**src/rtl/gcd.sv**
```systemverilog
// gcd: iterative subtract-and-compare Euclid engine, one step per clock.
// Define GCD_CLEAR_ON_LOAD_EN to zero gcd_out on the load edge.
module gcd (
  input  logic       clk,
  input  logic       clr,
  input  logic       go,
  input  logic [7:0] xin,
  input  logic [7:0] yin,
  output logic [7:0] gcd_out
);
  typedef enum logic [1:0] {IDLE, CALC, DONE} state_t;
  state_t state;
  logic [7:0] x, y;
  always_ff @(posedge clk) begin
    if (clr) begin
      state   <= IDLE;
      x       <= '0;
      y       <= '0;
      gcd_out <= '0;
    end else begin
      case (state)
        IDLE: if (go) begin
          x     <= xin;
          y     <= yin;
          state <= CALC;
`ifdef GCD_CLEAR_ON_LOAD_EN
          gcd_out <= '0;
`else
          gcd_out <= gcd_out;
`endif
        end
        CALC: if (x == '0) begin
          gcd_out <= y;
          state   <= DONE;
        end else if (y == '0 || x == y) begin
          gcd_out <= x;
          state   <= DONE;
        end else if (x < y) begin
          y <= y - x;
        end else begin
          x <= x - y;
        end
        DONE: if (!go) state <= IDLE;
        default: state <= IDLE;
      endcase
    end
  end
endmodule

```
**config.mk**
```make
export PLATFORM = sky130hd
export DESIGN_NAME = gcd
export DESIGN_NICKNAME = d
export VERILOG_FILES = /design/src/rtl/gcd.sv
export SDC_FILE = /design/constraint.sdc
export NUM_CORES = 1
export LEC_CHECK = 0
export BUFFER_PORTS_ARGS = -buffer_cell sky130_fd_sc_hd__buf_2
export CORE_ASPECT_RATIO = 1.4
export CORE_MARGIN = 5
export CORE_UTILIZATION = 58
export DETAILED_ROUTE_END_ITERATION = 16
export PLACE_DENSITY = 0.89
export SYNTH_ARGS = -nofsm -noshare
export SYNTH_HDL_FRONTEND = slang
export SYNTH_SLANG_ARGS = --single-unit
```
**constraint.sdc**
```tcl
create_clock -name clk -period 3.1 [get_ports clk]
set_input_delay 0.155 -clock clk [delete_from_list [all_inputs] [get_ports clk]]
set_output_delay 0.155 -clock clk [all_outputs]
set_load 0.005 [all_outputs]
```
==> results.sh, run 1 <==
export IMPL_outcome="complete, no violations"
export IMPL_final_design_area_no_fill_um2=2212
export IMPL_drv_max_cap_violation_count=0
export IMPL_critical_path_slowest_cell="sky130_fd_sc_hd__a2111oi_4"
export IMPL_post_cts_setup_driven_buffer_insertion_count=0
export IMPL_die_w_um=60.23
export IMPL_synth_top_flop_cell="sky130_fd_sc_hd__dfxtp_1"
export IMPL_syn_instance_count=265
export IMPL_design_final_nets=318
export IMPL_globalRouteMet2Util=0.3896
export IMPL_min_path_type="in -> reg"
export IMPL_global_route_usage_total=0.2398
export IMPL_yosys_cell_types_count=50
export IMPL_end_kind="flip-flop"
export IMPL_finalHoldViolations=0
export IMPL_ctsLongestPathBuffers=2
export IMPL_timing_final_ws_setup_ns=0.5763
export IMPL_vias_in_the_first_global_route=1943
export IMPL_cell_breakdown_of_the_critical_path="inv_1 > ha_1 > fa_1 > nand2b_2 > a2111oi_4 > o2111ai_1 > a221oi_1 > a311oi_1"
export IMPL_grt_pass1_wl_um=8894
export IMPL_cts_num_sinks=26
export IMPL_ctsResizeCount=0
export IMPL_route_detailed_wl_per_inst_um=16.69
export IMPL_muxShareOfSynthArea=0
export IMPL_routed_via_density=6.414
export IMPL_synth_sequential_area_ratio=0.2541
export IMPL_synth_compound_gate_area_share=0.3299
export IMPL_final_setup_skew_ns=0.003284
export IMPL_route_antenna_remaining_nets=0
export IMPL_r2r_slack_ns=0.58
export IMPL_placedInstanceArea_um2=2157
export IMPL_final_period_minus_worst_setup_slack_ns=2.524
export IMPL_syn_num_nets=301
export IMPL_clock_root_buffer="sky130_fd_sc_hd__clkbuf_8"
export IMPL_min_delay_worst_endpoint="state[1]$_SDFFE_PP0P_"
export IMPL_rr_endpoint="x[0]$_SDFFE_PP0P_"
export IMPL_initial_core_util=0.6007
export IMPL_worst_hold_startpoint="go"
export IMPL_yosysWarningCount=0
export IMPL_layout_cells_most_common="sky130_fd_sc_hd__a21oi_1"
export IMPL_place_port_buffers=26
export IMPL_vias=2059
export IMPL_globalRoute_busiestLayer="met2"
export IMPL_path_buf_inv=1
export IMPL_die_height_um=80.31
export IMPL_synth_top_family_by_area="compound AO/OA/AOI/OAI gates"
export IMPL_setup_worst_path_start_class="flip-flop"
export IMPL_pre_cts_ws_ns=0.5988
export IMPL_grt_max_degree=26
export IMPL_fin_crit_sh=0.8141
export IMPL_timing_max_transition_violations_final=0
export IMPL_commonest_non_fill_non_tap_cells_in_the_layout="sky130_fd_sc_hd__a21oi_1 (27), sky130_fd_sc_hd__dfxtp_1 (26), sky130_fd_sc_hd__buf_2 (26)"
export IMPL_layout_core_utilization=0.6488
export IMPL_fin_tns_setup_ns=0
export IMPL_data_arrival_at_the_endpoint_of_the_critical_path_ns=2.67
export IMPL_fmaxAchievable_mhz=396.2
export IMPL_per_instance_average_area_after_synthesis_um2=7.729
export IMPL_drcViolationCount=0
export IMPL_worstMarginPinSlew_ns=0.9218
export IMPL_wirelength_um=5358
export IMPL_clock_latency_ns=0.28
export IMPL_cts_inserted_buffers=3
export IMPL_post_synth_and_or_nand_nor_area_fraction=0.2242
export IMPL_critPathMaxStageDelay_ns=0.41
export IMPL_worst_slew_margin_relative_to_its_limit=0.3832
export IMPL_path_class="reg -> reg"
export IMPL_fp_coreArea_um2=3410
export IMPL_min_path_cells=3
export IMPL_reg2reg_from="x[0]$_SDFFE_PP0P_"
export IMPL_gp_congestion=0.9926
export IMPL_synth_edf_count=0
export IMPL_yosys_area_share_xor_xnor=0
export IMPL_critical_path_top_delay_family="compound AO/OA/AOI/OAI gates"
export IMPL_asyncSetResetFlopFracSynth=0
export IMPL_area_growth_synth_to_final_pct=8.002
export IMPL_layout_drive_gt1_share=0.1423
export IMPL_gr_total_overflow=0
export IMPL_rows=25
export IMPL_post_synth_fa_ha_maj_area_fraction=0.1112
export IMPL_antenna_fix_cells=0
export IMPL_clkSlewWorstSetupHoldPaths_ns=0.09
export IMPL_cts_tree="built"
export IMPL_setup_viol=0
export IMPL_top_level_ports=27
export IMPL_grt_setup_unrepaired="no"
export IMPL_grt_use_met1=0.2910
export IMPL_h_tree_depth=1
export IMPL_flip_flop_and_latch_count_after_synthesis=26
export IMPL_die_area_um2=4837
export IMPL_detailedRoute_firstIterationViolations=109
export IMPL_timing_critical_path_fanout_max=5
export IMPL_rr_worst_depth=8
export IMPL_detail_placement_hpwl_um=4120
export IMPL_syn_area_um2=2048
export IMPL_grtUsageMet3=0.02894
export IMPL_antenna_found_initial=0
export IMPL_post_cts_hold_buffer_count=0
export IMPL_drt_pre_antenna_iters=4
export IMPL_required_ns=3.25
stage by stage:
step,std cells,hold WS [ns]
finish,321,0.1465
global route,321,0.1650
CTS,321,0.1476
detailed placement,317,0.4302
global placement,317,0.4257
floorplan,265,0.3148
flip-flops by register name, summed over array words and instances, names as in the netlist:
signal,count
gcd_out,8
x,8
y,8
state,2
tightest hold or removal path: cells and delay by family:
family,cells,cell delay [ns]
AOI/OAI and AO/OA,1,0.07
and+or+nand+nor,1,0.07
buffers and inverters,1,0.09
cells in the mapped netlist, drive strengths merged, types with 2 or more instances:
cell	number	share of area
o31a	2	0.0086
nand2b	5	0.016
o311ai	4	0.017
a21o	2	0.011
or2	2	0.0061
a311oi	8	0.034
nor2b	3	0.0092
and3b	2	0.0086
inv	21	0.038
clkbuf	8	0.015
nand4	2	0.0061
ha	15	0.092
nand3b	2	0.0073
o21ai	11	0.027
nand2	21	0.038
and2	2	0.0061
nor3	7	0.017
a211oi	25	0.094
a31oi	3	0.0092
or4	4	0.015
fa	2	0.020
nand3	6	0.015
dfxtp	26	0.25
nor4	5	0.015
nor2	24	0.045
o21bai	2	0.0073
a21oi	27	0.066
buf	8	0.027
o31ai	4	0.015
layout make-up:
type | instances | area (um2)
Sequential cell | 26 | 520.5
Fill cell | 314 | 1197
Tap cell | 40 | 50.05
Timing Repair Buffer | 28 | 145.1
Inverter | 21 | 78.83
Clock buffer | 4 | 55.05
Multi-Input combinational cell | 202 | 1363
how the worst max path moves through the flow:
stage / slack, ns / to / depth (start not counted) / startpoint
finish: 0.58 / x[0]$_SDFFE_PP0P_ / 8 / x[0]$_SDFFE_PP0P_
global route: 0.36 / x[0]$_SDFFE_PP0P_ / 8 / x[0]$_SDFFE_PP0P_
CTS: 0.58 / x[0]$_SDFFE_PP0P_ / 8 / x[0]$_SDFFE_PP0P_
detailed placement: 0.60 / x[0]$_SDFFE_PP0P_ / 8 / x[0]$_SDFFE_PP0P_
global placement: 0.63 / x[0]$_SDFFE_PP0P_ / 8 / x[0]$_SDFFE_PP0P_
floorplan: 0.87 / x[0]$_SDFFE_PP0P_ / 8 / x[0]$_SDFFE_PP0P_
per-layer routing:
layer	wire length (um)	up-vias
li1	-	1019
met1	2194	945
met2	2635	72
met3	292	23
met4	236	0
met5	0	-
kinds of logic (layout without fill, tap and decap cells):
family / count (synthesis) / after routing
buf+inv: 37 / 53
fa+ha+maj: 17 / 17
simple gates: 90 / 90
flops: 26 / 26
compound gates: 95 / 95
Power of run 1 is left out: the tool's default activity adds up to more than one toggle a clock period on the data nets, which glitch-free logic cannot reach.
==> run 2, diff against run 1 <==
--- a/config.mk
+++ b/config.mk
@@ -5,6 +5,7 @@
 export SDC_FILE = /design/constraint.sdc
 export NUM_CORES = 1
 export LEC_CHECK = 0
+export ABC_AREA = 1
 export BUFFER_PORTS_ARGS = -buffer_cell sky130_fd_sc_hd__buf_2
 export CORE_ASPECT_RATIO = 1.4
 export CORE_MARGIN = 5
==> constraint.sdc (replaced) <==
create_clock -name clk -period 2.38 [get_ports clk]
set_input_delay 0.119 -clock clk [delete_from_list [all_inputs] [get_ports clk]]
set_output_delay 0.119 -clock clk [all_outputs]
set_load 0.005 [all_outputs]
==> results.sh, run 2 <==
export IMPL_yosys_cell_types_count=26
export IMPL_critical_path_slowest_cell="sky130_fd_sc_hd__fa_1"
export IMPL_post_synth_top_area_cell="sky130_fd_sc_hd__dfxtp_1"
export IMPL_post_synth_top_count_cell="sky130_fd_sc_hd__nand2_1"
export IMPL_timing_critical_path_fanout_max=13
export IMPL_syn_area_um2=2167
export IMPL_antenna_fix_cells=0
export IMPL_commonest_non_fill_non_tap_cells_in_the_layout="sky130_fd_sc_hd__nand2_1 (103), sky130_fd_sc_hd__inv_1 (54), sky130_fd_sc_hd__nor2_1 (44)"
export IMPL_flip_flop_and_latch_count_after_synthesis=26
export IMPL_route_detailed_wl_per_inst_um=12.01
export IMPL_cts_num_sinks=26
export IMPL_fin_hold_ws_ns=0.03150
export IMPL_switching_power_w=0.001924
export IMPL_top_level_ports=27
export IMPL_crit_path_frequent_cell="sky130_fd_sc_hd__nand2_2"
export IMPL_pre_cts_ws_ns=0.2352
export IMPL_layout_cells_most_common="sky130_fd_sc_hd__nand2_1"
export IMPL_fp_coreArea_um2=3643
export IMPL_power_density_nw_per_um2=1504
export IMPL_setup_worst_path_start_class="flip-flop"
export IMPL_wirelength_um=5031
export IMPL_min_path_cells=2
export IMPL_critPathMaxStageDelay_ns=0.41
export IMPL_syn_instance_count=355
export IMPL_gr_total_overflow=0
export IMPL_routed_via_density=5.179
export IMPL_gp_congestion=0.9359
export IMPL_path_class="reg -> reg"
export IMPL_grt_max_degree=26
export IMPL_post_layout_power_w=0.003510
export IMPL_post_synth_main_area_contributors="sky130_fd_sc_hd__dfxtp_1 (24%), sky130_fd_sc_hd__nand2_1 (18%), sky130_fd_sc_hd__inv_1 (9.4%)"
export IMPL_h_tree_depth=1
export IMPL_rows=26
export IMPL_detailedRoute_firstIterationViolations=91
export IMPL_design_final_nets=415
export IMPL_synth_common_cells="sky130_fd_sc_hd__nand2_1 (103), sky130_fd_sc_hd__inv_1 (54), sky130_fd_sc_hd__nor2_1 (44), sky130_fd_sc_hd__nand3_1 (27), sky130_fd_sc_hd__dfxtp_1 (26)"
export IMPL_die_height_um=82.33
export IMPL_reg2reg_from="x[0]$_SDFFE_PP0P_"
export IMPL_drt_pre_antenna_iters=4
export IMPL_detail_placement_hpwl_um=4027
export IMPL_vias=2170
export IMPL_total_area_of_multi_input_combinational_cells_um2=1360
export IMPL_initial_core_util=0.5948
export IMPL_cell_breakdown_of_the_critical_path="inv_1 > ha_1 > fa_1 > inv_1 > nand2_2 > nand2_1 > nand2_2 > nand2_1 > nand2_2 > nand3_4 > nand2_2 > nand2_2 > nor2_2"
export IMPL_fin_crit_sh=0.9104
export IMPL_area_growth_synth_to_final_pct=7.679
export IMPL_place_port_buffers=26
export IMPL_largest_registers="gcd_out x8, x x8, y x8"
export IMPL_cts_inserted_buffers=3
export IMPL_antenna_found_initial=0
export IMPL_yosysWarningCount=0
export IMPL_syn_num_nets=391
export IMPL_die_w_um=61.66
export IMPL_irDropWorstVdd_mv=0.9006
export IMPL_outcome="complete, no violations"
export IMPL_final_period_minus_worst_setup_slack_ns=2.167
export IMPL_sequentialPowerShare=0.205
export IMPL_worst_hold_startpoint="clr"
export IMPL_grt_pass1_wl_um=8376
export IMPL_final_setup_skew_ns=0.002834
export IMPL_timing_final_ws_setup_ns=0.2134
export IMPL_ctsResizeCount=0
export IMPL_min_delay_worst_endpoint="state[0]$_SDFFE_PP0P_"
export IMPL_vias_in_the_first_global_route=1980
export IMPL_grt_setup_unrepaired="no"
export IMPL_r2r_slack_ns=0.21
export IMPL_die_area_um2=5076
export IMPL_ctsLongestPathBuffers=2
export IMPL_synth_top_flop_cell="sky130_fd_sc_hd__dfxtp_1"
export IMPL_clock_root_buffer="sky130_fd_sc_hd__clkbuf_8"
export IMPL_worstMarginPinSlew_ns=0.7051
export IMPL_synth_largest_type_area_fraction=0.2402
export IMPL_data_arrival_at_the_endpoint_of_the_critical_path_ns=2.34
export IMPL_layout_core_utilization=0.6405
export IMPL_clkSlewWorstSetupHoldPaths_ns=0.09
export IMPL_timing_max_transition_violations_final=0
export IMPL_rr_endpoint="y[7]$_SDFFE_PP0P_"
export IMPL_drv_max_cap_violation_count=0
export IMPL_finalHoldViolations=0
export IMPL_cellLeakagePower_nw=1.324
export IMPL_synth_edf_count=0
export IMPL_clock_power_share=0.070
export IMPL_power_switching_fraction=0.5482
export IMPL_synth_sequential_area_ratio=0.2402
export IMPL_per_instance_average_area_after_synthesis_um2=6.104
export IMPL_ff_latch_area_um2=520.5
export IMPL_rr_worst_depth=13
export IMPL_post_cts_hold_buffer_count=0
export IMPL_min_path_type="in -> reg"
export IMPL_cts_tree="built"
export IMPL_clock_latency_ns=0.26
export IMPL_setup_viol=0
export IMPL_global_route_usage_total=0.2150
export IMPL_power_report_internal_total_w=0.001585
export IMPL_asyncSetResetFlopFracSynth=0
export IMPL_worst_slew_margin_relative_to_its_limit=0.5294
export IMPL_fmaxAchievable_mhz=461.5
export IMPL_fin_tns_setup_ns=0
export IMPL_pwr_share_comb=0.725
export IMPL_layout_drive_gt1_share=0.1857
export IMPL_route_antenna_remaining_nets=0
export IMPL_required_ns=2.55
export IMPL_post_cts_setup_driven_buffer_insertion_count=0
export IMPL_final_fill_count=359
export IMPL_drcViolationCount=0
export IMPL_end_kind="flip-flop"
[run 2: power by group through the flow]
stage / combinational, W / clock [W] / sequential (W)
finish: 0.00254 / 0.000245 / 0.000721
global route: 0.00293 / 0.000257 / 0.000741
CTS: 0.00254 / 0.000247 / 0.000719
detailed placement: 0.00251 / 0 / 0.000731
global placement: 0.00246 / 0 / 0.000725
floorplan: 0.00208 / 0 / 0.000708
[run 2: how the worst max path moves through the flow]
stage / startpoint / end / slack, ns
final: x[0]$_SDFFE_PP0P_ / y[7]$_SDFFE_PP0P_ / 0.21
after global routing: x[0]$_SDFFE_PP0P_ / x[4]$_SDFFE_PP0P_ / 0.01
after CTS: x[0]$_SDFFE_PP0P_ / x[7]$_SDFFE_PP0P_ / 0.21
after detailed placement: x[0]$_SDFFE_PP0P_ / y[7]$_SDFFE_PP0P_ / 0.24
after global placement: x[0]$_SDFFE_PP0P_ / y[5]$_SDFFE_PP0P_ / 0.25
after floorplan: x[0]$_SDFFE_PP0P_ / y[1]$_SDFFE_PP0P_ / 0.51
[run 2: layout make-up]
cell class                      instances  area share
Timing Repair Buffer                   27     0.05898
Sequential cell                        26      0.2231
Tap cell                               42     0.02252
Multi-Input combinational cell        262      0.5828
Clock buffer                            3     0.01769
Inverter                               59     0.09491
[run 2: logic make-up after synthesis]
family,Yosys count,share of synthesized area
DFF,26,0.2402
and+or+nand+nor,213,0.4440
buffers and inverters,67,0.1322
AOI/OAI and AO/OA,32,0.07853
adders and majority gates,17,0.1051
[run 2: per-layer routing]
layer,up-vias,share of wire,track usage
li1,1128,-,-
met1,956,0.43,0.2684
met2,69,0.48,0.3574
met3,17,0.047,0.01711
met4,0,0.038,0.1146
met5,-,0,0
[run 2: critical path: cells and delay by family, from the launching register on]
kind          cells  cell delay, ns
buf+inv           2            0.22
simple gates      9            0.84
flops             1            0.37
fa+ha+maj         2            0.63
[run 2: stage by stage]
stage / std cells / cell area (um2)
floorplan: 355 / 2167
global placement: 416 / 2292
detailed placement: 416 / 2292
CTS: 419 / 2333
global route: 419 / 2333
finish: 419 / 2333
Power figures use the tool's default switching activity.
